$ cat src/rtl/spi_pkg.sv
// Shared types and constants for the SPI responder register block.
package spi_pkg;

  typedef enum logic [2:0] {
    IDLE,
    ADDR,
    WDATA,
    PAR,
    COMMIT,
    TURN,
    RDATA,
    WAITCS
  } state_t;

  localparam logic CMD_WR = 1'b1;
  localparam logic CMD_RD = 1'b0;
  localparam int   ADDR_W = 8;
  localparam int   DATA_W = 8;

  // Even parity bit that makes the total count of ones over addr+data+bit even.
  function automatic logic even_par(input logic [ADDR_W-1:0] a, input logic [DATA_W-1:0] d);
    return ^{a, d};
  endfunction

endpackage

$ cat src/rtl/spi_resp_regs_if.sv
// SPI link (cs/mosi/miso) plus the local-side strobes and last-access status.
interface spi_resp_regs_if;
  import spi_pkg::*;

  logic              cs;
  logic              mosi;
  logic              miso;
  logic              wr_done;
  logic              rd_done;
  logic              err;
  logic [ADDR_W-1:0] last_addr;
  logic [DATA_W-1:0] last_data;

  modport master (
    output cs, mosi,
    input  miso, wr_done, rd_done, err, last_addr, last_data
  );

  modport slave (
    input  cs, mosi,
    output miso, wr_done, rd_done, err, last_addr, last_data
  );
endinterface

$ cat src/rtl/spi_resp_rf.sv
// NREGS x 8 register file: synchronous write, combinational read, reset to RST_VAL.
module spi_resp_rf
  import spi_pkg::*;
#(
  parameter int               NREGS   = 32,
  parameter logic [DATA_W-1:0] RST_VAL = 8'h00
) (
  input  logic              i_clk,
  input  logic              i_rst,
  input  logic              i_we,
  input  logic [ADDR_W-1:0] i_addr,
  input  logic [DATA_W-1:0] i_wdata,
  output logic [DATA_W-1:0] o_rdata
);

  localparam int IW = (NREGS > 1) ? $clog2(NREGS) : 1;

  logic [DATA_W-1:0] r_mem [NREGS];
  logic              w_in_range;

  assign w_in_range = int'(i_addr) < NREGS;

  always_ff @(posedge i_clk) begin
    if (i_rst) begin
      for (int i = 0; i < NREGS; i++) r_mem[i] <= RST_VAL;
    end else if (i_we && w_in_range) begin
      r_mem[i_addr[IW-1:0]] <= i_wdata;
    end
  end

  // Out-of-range reads return zero so the serial shifter never sees stale data.
  assign o_rdata = w_in_range ? r_mem[i_addr[IW-1:0]] : '0;

endmodule

$ cat src/rtl/spi_resp_regs.sv
// SPI responder with register bank. Define SPI_PARITY_EN to add an even-parity
// bit (over addr+data) to write frames.
module spi_resp_regs
  import spi_pkg::*;
#(
  parameter int               NREGS   = 32,
  parameter logic [DATA_W-1:0] RST_VAL = 8'h00
) (
  input  logic            clk,
  input  logic            rst,
  spi_resp_regs_if.slave  bus
);

  state_t            r_state;
  logic              r_cmd;
  logic [ADDR_W-1:0] r_addr;
  logic [DATA_W-1:0] r_data;
  logic [2:0]        r_cnt;
  logic [6:0]        r_shift;
  logic              r_miso;
  logic              r_wr_done;
  logic              r_rd_done;
  logic              r_err;
  logic [ADDR_W-1:0] r_last_addr;
  logic [DATA_W-1:0] r_last_data;
`ifdef SPI_PARITY_EN
  logic              r_par;
`endif

  logic [DATA_W-1:0] w_rdata;
  logic              w_addr_ok;
  logic              w_par_ok;
  logic              w_commit_ok;
  logic              w_we;
  logic              w_abort;

  always_comb begin
    w_addr_ok = int'(r_addr) < NREGS;
`ifdef SPI_PARITY_EN
    w_par_ok  = (r_par == even_par(r_addr, r_data));
`else
    w_par_ok  = 1'b1;
`endif
    w_commit_ok = w_addr_ok && w_par_ok;
    w_we        = (r_state == COMMIT) && w_commit_ok;
    // COMMIT and WAITCS tolerate cs high; every shifting/turnaround state aborts.
    w_abort     = bus.cs && (r_state inside {ADDR, WDATA, PAR, TURN, RDATA});
  end

  spi_resp_rf #(
    .NREGS   (NREGS),
    .RST_VAL (RST_VAL)
  ) u_rf (
    .i_clk   (clk),
    .i_rst   (rst),
    .i_we    (w_we),
    .i_addr  (r_addr),
    .i_wdata (r_data),
    .o_rdata (w_rdata)
  );

  always_ff @(posedge clk) begin
    if (rst) begin
      r_state     <= IDLE;
      r_cmd       <= CMD_RD;
      r_addr      <= '0;
      r_data      <= '0;
      r_cnt       <= '0;
      r_shift     <= '0;
      r_miso      <= 1'b0;
      r_wr_done   <= 1'b0;
      r_rd_done   <= 1'b0;
      r_err       <= 1'b0;
      r_last_addr <= '0;
      r_last_data <= '0;
`ifdef SPI_PARITY_EN
      r_par       <= 1'b0;
`endif
    end else begin
      r_wr_done <= 1'b0;
      r_rd_done <= 1'b0;
      r_err     <= 1'b0;
      if (w_abort) begin
        r_err   <= 1'b1;
        r_miso  <= 1'b0;
        r_state <= IDLE;
      end else begin
        case (r_state)
          IDLE: begin
            r_miso <= 1'b0;
            if (!bus.cs) begin
              r_cmd   <= bus.mosi;
              r_cnt   <= '0;
              r_state <= ADDR;
            end
          end
          ADDR: begin
            r_addr <= {r_addr[ADDR_W-2:0], bus.mosi};
            r_cnt  <= r_cnt + 3'd1;
            if (r_cnt == 3'd7) r_state <= (r_cmd == CMD_WR) ? WDATA : TURN;
          end
          WDATA: begin
            r_data <= {r_data[DATA_W-2:0], bus.mosi};
            r_cnt  <= r_cnt + 3'd1;
            if (r_cnt == 3'd7) begin
`ifdef SPI_PARITY_EN
              r_state <= PAR;
`else
              r_state <= COMMIT;
`endif
            end
          end
`ifdef SPI_PARITY_EN
          PAR: begin
            r_par   <= bus.mosi;
            r_state <= COMMIT;
          end
`endif
          COMMIT: begin
            if (w_commit_ok) begin
              r_wr_done   <= 1'b1;
              r_last_addr <= r_addr;
              r_last_data <= r_data;
            end else begin
              r_err <= 1'b1;
            end
            r_state <= WAITCS;
          end
          TURN: begin
            // miso is registered, so bit 7 is presented here and bits 6..0 follow from r_shift.
            r_shift <= w_rdata[6:0];
            r_miso  <= w_rdata[7];
            r_cnt   <= '0;
            if (!w_addr_ok) r_err <= 1'b1;
            r_state <= RDATA;
          end
          RDATA: begin
            r_miso  <= r_shift[6];
            r_shift <= {r_shift[5:0], 1'b0};
            r_cnt   <= r_cnt + 3'd1;
            if (r_cnt == 3'd6) begin
              r_rd_done <= 1'b1;
              if (w_addr_ok) begin
                r_last_addr <= r_addr;
                r_last_data <= w_rdata;
              end
            end
            if (r_cnt == 3'd7) begin
              r_miso  <= 1'b0;
              r_state <= WAITCS;
            end
          end
          WAITCS: begin
            r_miso <= 1'b0;
            if (bus.cs) r_state <= IDLE;
          end
          default: begin
            r_miso  <= 1'b0;
            r_state <= IDLE;
          end
        endcase
      end
    end
  end

  assign bus.miso      = r_miso;
  assign bus.wr_done   = r_wr_done;
  assign bus.rd_done   = r_rd_done;
  assign bus.err       = r_err;
  assign bus.last_addr = r_last_addr;
  assign bus.last_data = r_last_data;

endmodule

$ cat src/flat_wrapper.sv
// flat-port wrapper written by rule: the top's interface ports become plain ports
module spi_resp_regs_flat import spi_pkg::*;
#(
  parameter int               NREGS   = 32,
  parameter logic [DATA_W-1:0] RST_VAL = 8'h00
)
  (clk, rst, bus_cs, bus_mosi, bus_miso, bus_wr_done, bus_rd_done, bus_err, bus_last_addr, bus_last_data);
  spi_resp_regs_if bus_i ();
  input  logic clk;
  input  logic rst;
  input wire logic [$bits(bus_i.cs)-1:0] bus_cs;
  input wire logic [$bits(bus_i.mosi)-1:0] bus_mosi;
  output wire logic [$bits(bus_i.miso)-1:0] bus_miso;
  output wire logic [$bits(bus_i.wr_done)-1:0] bus_wr_done;
  output wire logic [$bits(bus_i.rd_done)-1:0] bus_rd_done;
  output wire logic [$bits(bus_i.err)-1:0] bus_err;
  output wire logic [$bits(bus_i.last_addr)-1:0] bus_last_addr;
  output wire logic [$bits(bus_i.last_data)-1:0] bus_last_data;
  assign bus_i.cs = bus_cs;
  assign bus_i.mosi = bus_mosi;
  assign bus_miso = bus_i.miso;
  assign bus_wr_done = bus_i.wr_done;
  assign bus_rd_done = bus_i.rd_done;
  assign bus_err = bus_i.err;
  assign bus_last_addr = bus_i.last_addr;
  assign bus_last_data = bus_i.last_data;
  spi_resp_regs #(.NREGS(NREGS), .RST_VAL(RST_VAL)) u_core (.clk(clk), .rst(rst), .bus(bus_i));
endmodule
$ cat config.mk
export PLATFORM = sky130hd
export DESIGN_NAME = spi_resp_regs_flat
export DESIGN_NICKNAME = d
export VERILOG_FILES = /design/src/rtl/spi_pkg.sv /design/src/rtl/spi_resp_regs_if.sv /design/src/rtl/spi_resp_rf.sv /design/src/rtl/spi_resp_regs.sv /design/src/flat_wrapper.sv
export SDC_FILE = /design/constraint.sdc
export NUM_CORES = 1
export LEC_CHECK = 0
export ABC_AREA = 1
export BUFFER_PORTS_ARGS = -buffer_cell sky130_fd_sc_hd__clkbuf_2
export CAP_MARGIN = 20
export CORE_UTILIZATION = 45
export CTS_CLUSTER_SIZE = 30
export DETAILED_ROUTE_END_ITERATION = 8
export PLACE_DENSITY = 0.67
export SYNTH_ARGS = -nofsm -noshare
export SYNTH_HDL_FRONTEND = slang
export SYNTH_HIERARCHICAL = 1
export SYNTH_SLANG_ARGS = --single-unit
$ cat constraint.sdc
create_clock -name clk -period 7.65 [get_ports clk]
set_input_delay 0.765 -clock clk [delete_from_list [all_inputs] [get_ports clk]]
set_output_delay 0.765 -clock clk [all_outputs]
set_load 0.05 [all_outputs]
==> impl_metrics.ini <==
[worst_setup_path]
cp.required_ns = 7.88
reg2reg_slack_ns = 3.70
worst-path-max-fanout = 59
end_kind = flip-flop
crit_chain = clkinv_2 > nor3_2 > nand2_1 > nand2_1
cp-start-kind = flip-flop
reg2reg_depth = 4
timing.rr.start = u_core/r_addr[0]
cp_common_cell = nand2_1
r2r_end = u_core/u_rf/r_mem[3][0]
max_stage_delay_ns = 1.21
crit_type = flip-flop to flip-flop
cp.arrival_ns = 4.18
critical-path-slowest-cell = nor3_2

[min_path]
min_to = u_core/bus.last_addr[6]
hold_path_depth = 2
min_from = u_core/bus.last_addr[6]
hp-class = flip-flop to flip-flop

[yosys]
ys_seq_area_share_pct = 60.8
synth_area_um2 = 14300
yosysWarnings = 6
syn_avg_cell_area_um2 = 8.53
synth_mux_area_share_pct = 0
syn_inst = 1675
synth-simple-area-share_pct = 32.9
synth_cell_types = 29
synth_fa_ha_area_share_pct = 0.263
synth_compound_area_share_pct = 2.23
synth_nets = 1682
synth_top_family_by_area = simple AND/OR/NAND/NOR gates
ys_ff_latch = 306
synth_xor_area_share_pct = 0

[route]
drtAntennaViolNets = 0
vias_per_cell = 5.25
drtPass1Iterations = 5
post-route-drc-count = 0
detail_route.wl_per_cell_um = 17.4
drtIter0Drc = 1066
wirelength_um = 36300
vias = 10900

[clocking]
clk_latency_ns = 0.57
cts_buffers = 31
clk_pin_slew_ns = 0.06
cts.path.max_buffers = 3
cts_num_sinks = 306
cts_hold_buf = 0
h-tree-depth = 1
root_buffer = clkbuf_16
post-cts-setup-buffers = 0
cts_tree = yes
cts_resized = 0

[run_status]
status = finished clean

[power]
leakage_nw = 6.64
power.density_nw_per_um2 = 278
vdd_drop_max_mv = 0.172

[placement]
portBuffers = 23
hpwl_um = 21600
dp.cells = 2022
routabilityCongestion = 0.884

[layout]
register_area_um2 = 8690
antenna_cells = 0
fill_cells = 2902
final_cell_count_no_fill = 2080
final_common_cell = nand2_1
final_nets = 1667
drive_gt1_share_pct = 8.08
syn_to_final_growth_pct = 10.2
layout_common_cells = nand2_1 (753), nor2_1 (328), edfxtp_1 (256), dfxtp_1 (48), nand3_1 (42)
multi_input_area_um2 = 5080
fin_util_pct = 50.9

[global_routing]
grt_util_met1_pct = 31.1
use_met3_pct = 2.24
overflow = 0
gr-max-usage-layer = met2
grt_max_degree = 87
grt_use_met2_pct = 36.7
grt_pass1_wl_um = 56500
grt_use_total_pct = 22.2
grt_pass1_vias = 10200
antenna_found_initial = 0

[timing]
relSlewSlack_pct = 19.3
finalHoldViolations = 0
final-setup-viol-count = 0
tightest_slew_ns = 1.20
finClkSkew_ns = 0.00887
layout_worst_path_cycle_share_pct = 51.6
report.final.slew_viol_count = 0
setup_tns_ns = 0
fmax_mhz = 253
rsz0062_at_grt = no
finalCriticalPeriod_ns = 3.95

[die]
die_w_um = 180
core_area_um2 = 30900
fp.dieArea_um2 = 32500
initial_core_util_pct = 46.2
io_pins = 24
rows = 64
fp.dieH_um = 180

[job]
maxCapViolCount = 0
[metal layers]
layer	wire, um	share of wire [%]
met5	0	0
met4	936	2.6
met3	2410	6.6
met2	17000	47
met1	15900	44
[cell type report]
| cell class | count | share of cell area, % |
|---|---|---|
| flip-flops and latches | 306 | 55.2 |
| multi-input cells | 1233 | 32.3 |
| clock buffers | 42 | 5.64 |
| well taps | 396 | 3.15 |
| repair buffers | 41 | 1.61 |
| inverters | 47 | 1.13 |
| clock inverters | 15 | 0.954 |
[cell families (layout without fill, tap and decap cells)]
| group | Yosys count | in the layout |
|---|---|---|
| simple gates | 1168 | 1168 |
| flops | 306 | 306 |
| fa+ha+maj | 3 | 3 |
| buf+inv | 136 | 145 |
| compound gates | 62 | 62 |
[flip-flops by register name, indices dropped and copies added (netlist names)]
| register | count |
|---|---|
| u_core/bus.last_data | 8 |
| u_core/r_cnt | 3 |
| u_core/bus.miso | 1 |
| u_core/bus.err | 1 |
| u_core/r_shift | 7 |
| u_core/r_state | 3 |
| u_core/r_data | 8 |
| u_core/bus.rd_done | 1 |
| u_core/r_addr | 8 |
| u_core/bus.last_addr | 8 |
| u_core/r_cmd | 1 |
| u_core/bus.wr_done | 1 |
| u_core/u_rf/r_mem | 256 |
[worst max path at each step]
stage	from	end	slack [ns]	cells after the start
detailed placement	u_core/r_addr[0]	u_core/u_rf/r_mem[23][4]	3.83	4
global placement	u_core/r_addr[0]	u_core/u_rf/r_mem[23][1]	3.97	4
floorplan	u_core/r_addr[5]	u_core/u_rf/r_mem[0][0]	5.23	7
finish	u_core/r_addr[0]	u_core/u_rf/r_mem[3][0]	3.70	4
global route	u_core/r_addr[0]	u_core/u_rf/r_mem[19][0]	3.55	4
CTS	u_core/r_addr[0]	u_core/u_rf/r_mem[23][7]	3.83	4
[report_power, final]
part	internal, mW	switching [mW]	total [mW]
sequential	1.88	0.0773	1.96
clock	0.908	0.623	1.53
combinational	0.209	0.671	0.881
[worst max-delay path: cells and delay by family (launching register included)]
family,cells,cell delay [ns]
simple gates,3,2.06
buf+inv,1,0.81
flops,1,0.71
[per-stage QoR]
stage | worst slack (ns) | power (mW) | cell area (um2) | hold slack [ns]
after floorplan | 5.23 | 2.61 | 14300 | 0.445
after global placement | 3.97 | 2.85 | 14700 | 0.443
final | 3.70 | 4.37 | 15700 | 0.455
after global routing | 3.55 | 4.57 | 15700 | 0.490
after CTS | 3.83 | 4.39 | 15700 | 0.458
after detailed placement | 3.83 | 2.86 | 14700 | 0.448
[cells in the mapped netlist]
master	count	area [um2]
o21ai_1	4	20.0
a21oi_2	2	17.5
dfxtp_1	50	1000
nand3_2	1	10.0
a31oi_1	1	6.26
edfxtp_1	256	7690
nor3_1	10	50.1
nand2_4	16	180
ha_1	3	37.5
clkinv_1	1	3.75
nor2_4	2	22.5
buf_6	3	33.8
buf_4	2	15.0
nor3_4	3	48.8
o21ai_0	28	140
inv_2	4	15.0
clkbuf_1	77	289
buf_2	3	15.0
nand3_1	42	210
nand2_2	2	12.5
a21oi_1	27	135
nor2_2	1	6.26
nand4_1	5	31.3
nand2_1	753	2830
nand3_4	2	35.0
inv_1	42	158
buf_1	4	15.0
nor2_1	328	1230
nor3_2	3	30.0
No activity file was read; power rests on OpenSTA's default activity.
